`src/rtl/serial_adder_pkg.sv`:
```
// Shared definitions for the bit-serial adder: FSM state encodings and default width.
package serial_adder_pkg;

  typedef enum logic [1:0] {
    SA_IDLE = 2'd0,
    SA_RUN  = 2'd1,
    SA_DONE = 2'd2
  } sa_state_e;

  localparam int unsigned SA_DEFAULT_WIDTH = 8;

endpackage

```
`src/rtl/serial_adder_if.sv`:
```
// Operand/result handshake bundle for serial_adder; master drives operands, slave returns results.
interface serial_adder_if #(
  parameter int unsigned WIDTH = serial_adder_pkg::SA_DEFAULT_WIDTH
);
  logic             in_valid;
  logic             in_ready;
  logic [WIDTH-1:0] a;
  logic [WIDTH-1:0] b;
  logic             cin;
  logic             out_valid;
  logic             out_ready;
  logic [WIDTH-1:0] sum;
  logic             cout;
  logic             overflow;

  modport master (
    output in_valid, a, b, cin, out_ready,
    input  in_ready, out_valid, sum, cout, overflow
  );

  modport slave (
    input  in_valid, a, b, cin, out_ready,
    output in_ready, out_valid, sum, cout, overflow
  );
endinterface

```
`src/rtl/serial_adder_fa.sv`:
```
// 1-bit structural full adder cell, time-multiplexed by serial_adder.
module structuralFullAdder (
  input  logic a,
  input  logic b,
  input  logic cin,
  output logic s,
  output logic cout
);
  logic ab_x;
  logic ab_a;
  logic xc_a;

  assign ab_x = a ^ b;
  assign ab_a = a & b;
  assign xc_a = ab_x & cin;
  assign s    = ab_x ^ cin;
  assign cout = ab_a | xc_a;
endmodule

```
`src/rtl/serial_adder.sv`:
```
// Bit-serial WIDTH-bit adder: one full adder cell, LSB first, registered carry between bits.
module serial_adder
  import serial_adder_pkg::*;
#(
  parameter int unsigned WIDTH = SA_DEFAULT_WIDTH
) (
  input  logic            clk,
  input  logic            rst_n,
  serial_adder_if.slave   bus
);
  localparam int unsigned         CW   = $clog2(WIDTH) + 1;
  localparam logic [CW-1:0]       LAST = CW'(WIDTH - 1);

  sa_state_e        state_q, state_d;
  logic [WIDTH-1:0] a_sh_q, a_sh_d;
  logic [WIDTH-1:0] b_sh_q, b_sh_d;
  logic [WIDTH-1:0] s_sh_q, s_sh_d;
  logic [CW-1:0]    cnt_q, cnt_d;
  logic             carry_q, carry_d;
  logic [WIDTH-1:0] sum_q, sum_d;
  logic             cout_q, cout_d;
  logic             ovf_q, ovf_d;

  logic cell_s;
  logic cell_co;

  structuralFullAdder u_cell (
    .a    (a_sh_q[0]),
    .b    (b_sh_q[0]),
    .cin  (carry_q),
    .s    (cell_s),
    .cout (cell_co)
  );

  always_comb begin
    state_d = state_q;
    a_sh_d  = a_sh_q;
    b_sh_d  = b_sh_q;
    s_sh_d  = s_sh_q;
    cnt_d   = cnt_q;
    carry_d = carry_q;
    sum_d   = sum_q;
    cout_d  = cout_q;
    ovf_d   = ovf_q;
    unique case (state_q)
      SA_IDLE: begin
        if (bus.in_valid) begin
          a_sh_d  = bus.a;
          b_sh_d  = bus.b;
          carry_d = bus.cin;
          cnt_d   = '0;
          state_d = SA_RUN;
        end
      end
      SA_RUN: begin
        a_sh_d  = a_sh_q >> 1;
        b_sh_d  = b_sh_q >> 1;
        s_sh_d  = {cell_s, s_sh_q[WIDTH-1:1]};
        carry_d = cell_co;
        cnt_d   = cnt_q + 1'b1;
        // carry_q here is the carry into the MSB, so it feeds the overflow term
        if (cnt_q == LAST) begin
          sum_d   = s_sh_d;
          cout_d  = cell_co;
          ovf_d   = carry_q ^ cell_co;
          state_d = SA_DONE;
        end
      end
      SA_DONE: begin
        if (bus.out_ready) state_d = SA_IDLE;
      end
      default: state_d = SA_IDLE;
    endcase
  end

  always_ff @(posedge clk or negedge rst_n) begin
    if (!rst_n) begin
      state_q <= SA_IDLE;
      a_sh_q  <= '0;
      b_sh_q  <= '0;
      s_sh_q  <= '0;
      cnt_q   <= '0;
      carry_q <= 1'b0;
      sum_q   <= '0;
      cout_q  <= 1'b0;
      ovf_q   <= 1'b0;
    end else begin
      state_q <= state_d;
      a_sh_q  <= a_sh_d;
      b_sh_q  <= b_sh_d;
      s_sh_q  <= s_sh_d;
      cnt_q   <= cnt_d;
      carry_q <= carry_d;
      sum_q   <= sum_d;
      cout_q  <= cout_d;
      ovf_q   <= ovf_d;
    end
  end

  assign bus.in_ready  = (state_q == SA_IDLE);
  assign bus.out_valid = (state_q == SA_DONE);
  assign bus.sum       = sum_q;
  assign bus.cout      = cout_q;
  assign bus.overflow  = ovf_q;

endmodule

```
`src/flat_wrapper.sv`:
```
// flat-port wrapper written by rule: the top's interface ports become plain ports
module serial_adder_flat import serial_adder_pkg::*;
#(
  parameter int unsigned WIDTH = SA_DEFAULT_WIDTH
)
  (clk, rst_n, bus_in_valid, bus_a, bus_b, bus_cin, bus_out_ready, bus_in_ready, bus_out_valid, bus_sum, bus_cout, bus_overflow);
  serial_adder_if #(.WIDTH(WIDTH)) bus_i ();
  input  logic clk;
  input  logic rst_n;
  input wire logic [$bits(bus_i.in_valid)-1:0] bus_in_valid;
  input wire logic [$bits(bus_i.a)-1:0] bus_a;
  input wire logic [$bits(bus_i.b)-1:0] bus_b;
  input wire logic [$bits(bus_i.cin)-1:0] bus_cin;
  input wire logic [$bits(bus_i.out_ready)-1:0] bus_out_ready;
  output wire logic [$bits(bus_i.in_ready)-1:0] bus_in_ready;
  output wire logic [$bits(bus_i.out_valid)-1:0] bus_out_valid;
  output wire logic [$bits(bus_i.sum)-1:0] bus_sum;
  output wire logic [$bits(bus_i.cout)-1:0] bus_cout;
  output wire logic [$bits(bus_i.overflow)-1:0] bus_overflow;
  assign bus_i.in_valid = bus_in_valid;
  assign bus_i.a = bus_a;
  assign bus_i.b = bus_b;
  assign bus_i.cin = bus_cin;
  assign bus_i.out_ready = bus_out_ready;
  assign bus_in_ready = bus_i.in_ready;
  assign bus_out_valid = bus_i.out_valid;
  assign bus_sum = bus_i.sum;
  assign bus_cout = bus_i.cout;
  assign bus_overflow = bus_i.overflow;
  serial_adder #(.WIDTH(WIDTH)) u_core (.clk(clk), .rst_n(rst_n), .bus(bus_i));
endmodule
```
`config.mk`:
```
export PLATFORM = sky130hd
export DESIGN_NAME = serial_adder_flat
export DESIGN_NICKNAME = d
export VERILOG_FILES = /design/src/rtl/serial_adder_pkg.sv /design/src/rtl/serial_adder_if.sv /design/src/rtl/serial_adder_fa.sv /design/src/rtl/serial_adder.sv /design/src/flat_wrapper.sv
export SDC_FILE = /design/constraint.sdc
export NUM_CORES = 1
export LEC_CHECK = 0
export CORE_MARGIN = 2
export CORE_UTILIZATION = 40
export DETAILED_ROUTE_END_ITERATION = 7
export GPL_TIMING_DRIVEN = 0
export PLACE_DENSITY_LB_ADDON = 0.05
export REMOVE_ABC_BUFFERS = 1
export SLEW_MARGIN = 20
export SYNTH_ARGS = -nofsm -noshare
export SYNTH_HDL_FRONTEND = slang
export SYNTH_SLANG_ARGS = --single-unit
```
`constraint.sdc`:
```
create_clock -name clk -period 1.5 [get_ports clk]
set_input_delay 0.45 -clock clk [delete_from_list [all_inputs] [get_ports clk]]
set_output_delay 0.45 -clock clk [all_outputs]
set_load 0.005 [all_outputs]
```
==> out/metrics.csv, run 1 <==
metric;value;unit
max_cap_violations;0;
rsz0062_at_grt;true;
ir_drop;0.0008018;V
r2r_slack;-0.08;ns
yosysWarnings;0;
cts_tree;done;
crit_end;bus_out_valid;
synth_seq_area_share;0.5780;
startpoint;u_core.state_q[1]$_DFFE_PN0P_;
numCtsBuffers;5;
drv_slew;0;
place_hpwl;2323;um
p_leak;1.230;nW
grt_overflow;0;
final_core_util;0.6329;
gr-usage-all-layers;0.1789;
first_pass_iters;4;
synthesis.area;0.001732;mm2
worstSkewPairLatency;0.29;ns
max_stage_delay;0.49;ns
fin_skew;0.009256;ns
violations;negative setup slack;
power_density;1789;mW/mm2
routed_via_density;5.232;
antenna_cells;0;
worst_slack;-0.1105;ns
h-tree-depth;2;
crit_arrival;1.16;ns
cts.path.max_buffers;2;
max_freq;620.9;MHz
path_clk_slew;0.08;ns
slew_headroom;0.7205;
ys_top_cells_by_area;dfrtp_1 58%, nand2_1 7.6%, mux2_2 7.2%;
netlist_instances;158;
path_delay_family;flip-flops;
antenna_found_initial;0;
rr_worst_depth;5;
critPathLaunchType;register;
cts_sinks;40;
core;0.004086;mm2
required;1.05;ns
crit_chain;buf_6 -> nor2b_4 -> buf_2;
setup_violations;12;
wl;4045;um
final_hold_viol_count;0;
cp_slowest_cell;dfrtp_4;
grt_max_degree;29;
syn_to_final_growth;49.35;%
hp-class;primary input to asynchronous set/reset pin;
drc;0;
grt_pass1_vias;1383;
tightest_slew;0.4192;ns
io_pins;33;
ant_nets;0;
drive_above_1_share;0.3687;
synth_top_cell_area_share;0.5780;
die_height;69.80;um
cts_root_buffer;clkbuf_8;
die_w;69.80;um
yosysUniqueCellTypes;23;
final_min_period_over_clock_period;1.074;
ys_seq_elements;40;
gp_congestion;0.7436;
dieArea;0.004871;mm2
row_count;23;
drt_iter0_markers;78;
nFillCells;327;
status;complete, but fails checks;
critical_path_peak_fanout;3;
rr_endpoint;u_core.bus.overflow$_DFFE_PN0P_;
r2r_start;u_core.state_q[1]$_DFFE_PN0P_;
yosys.area.top_type;dfrtp_1;
fin_nets;240;
wire_per_inst;15.15;um
grt_pass1_wl;6817;um
worstSetupPathType;register to output port;
layout_min_cycle_time;1.610;ns
vias;1397;
fin_setup_tns;-0.8647;ns
worstSetupEndpointType;output port;
crit_buf_inv;2;
syn-mean-instance-area;10.96;um2
initial_core_util;0.4238;
crit_cells;3;
port_buffers;32;
## per-layer routing
metal	track usage	vias to the layer above	wire length [um]
li1	-	672	-
met2	0.2952	34	2046
met5	0	-	0
met1	0.2350	688	1792
met3	0.04215	3	186
met4	0.05128	0	19
## report_power, final
group          internal (mW)  leakage [nW]  switching, mW
Sequential              1.53         0.517          0.342
Combinational           1.19         0.673          0.887
Clock                  0.315        0.0400          0.363
## through the flow
step / cells / cell area, um2 / hold slack, ns / setup slack [ns] / total power [mW]
6_report: 267 / 2586 / 0.03374 / -0.1105 / 4.627
4_1_cts: 263 / 2460 / 0.04741 / -0.09783 / 4.365
2_1_floorplan: 148 / 1678 / 0.1544 / -0.3734 / 2.633
3_3_place_gp: 230 / 2061 / 0.4568 / -0.9558 / 3.157
3_5_place_dp: 231 / 2076 / 0.3616 / -0.9478 / 3.247
5_1_grt: 267 / 2586 / 0.04783 / -0.1292 / 4.981
## layout make-up
| cell class | count | area (um2) | share of cell area |
|---|---|---|---|
| flip-flops and latches | 40 | 1008 | 0.3899 |
| inverters | 1 | 3.754 | 0.001451 |
| clock buffers | 5 | 68.82 | 0.02661 |
| clock inverters | 2 | 12.51 | 0.004838 |
| multi-input cells | 109 | 845.8 | 0.3270 |
| repair buffers | 60 | 584.3 | 0.2259 |
| well taps | 50 | 62.56 | 0.02419 |
## cell usage after synthesis
cell and n:
a21o_1 1, a21oi_1 5, a22o_1 2, a22oi_1 15
a32o_1 2, buf_2 7, buf_6 1, clkbuf_1 2
dfrtp_1 40, fa_1 1, ha_1 1, inv_1 1
mux2_2 11, nand2_1 35, nand2b_1 1, nand3_1 2
nor2_1 3, nor2b_1 8, nor3_4 1, o21ai_0 16
o21bai_2 1, o311ai_0 1, xor2_1 1
## logic make-up (layout without fill, tap and decap cells)
group	count (synthesis)	after routing	share of synthesized area
AO/OA/AOI/OAI	43	43	0.1633
XOR/XNOR	1	1	0.005059
adder cells (fa/ha/maj)	2	2	0.01879
buffers and inverters	11	68	0.03323
flip-flops	40	40	0.5780
multiplexers	11	11	0.07153
AND/OR/NAND/NOR	50	52	0.1301
## sequential cells by signal (all words and copies together), names as in the netlist, 2 cells and up
register / cells
u_core.bus.sum: 8
u_core.s_sh_q: 7
u_core.b_sh_q: 8
u_core.a_sh_q: 8
u_core.state_q: 2
u_core.cnt_q: 4
## cell usage in the layout, fill, tap and decap left out, types with 3 or more instances in the layout
cell type and instances:
buf_2 3, a22oi_1 13, clkdlybuf4s50_1 18, nand2_1 24
clkbuf_8 5, nor2b_4 4, nor2b_1 4, buf_12 3
mux2_4 10, buf_6 10, o21ai_2 6, a21oi_1 5
nand2_2 10, o21ai_1 8, buf_4 14, dlygate4sd2_1 11
dfrtp_1 38
## repair_timing
item,CTS,global route
cloned,3,0
buffers inserted,22,7
resized for setup,47,49
endpoints found under the setup margin,52,30
hold buffers,0,0
pin swaps,3,9
## worst min path at each step
stage                                       startpoint                       endpoint  slack, ns
after floorplan                                  rst_n   u_core.a_sh_q[0]$_DFFE_PN0P_       0.15
after global placement    u_core.s_sh_q[1]$_DFFE_PN0P_   u_core.s_sh_q[1]$_DFFE_PN0P_       0.46
after detailed placement                         rst_n  u_core.bus.sum[1]$_DFFE_PN0P_       0.36
after global routing                             rst_n  u_core.bus.sum[1]$_DFFE_PN0P_       0.05
final                                            rst_n  u_core.bus.sum[1]$_DFFE_PN0P_       0.03
after CTS                                        rst_n  u_core.bus.sum[1]$_DFFE_PN0P_       0.05
Power figures use the tool's default switching activity.
==> inputs of run 2 (changes only) <==
CAP_MARGIN = 20   (was default)
==> results of run 2 <==
The final DEF is identical to that of run 1; final timing and power are the same.
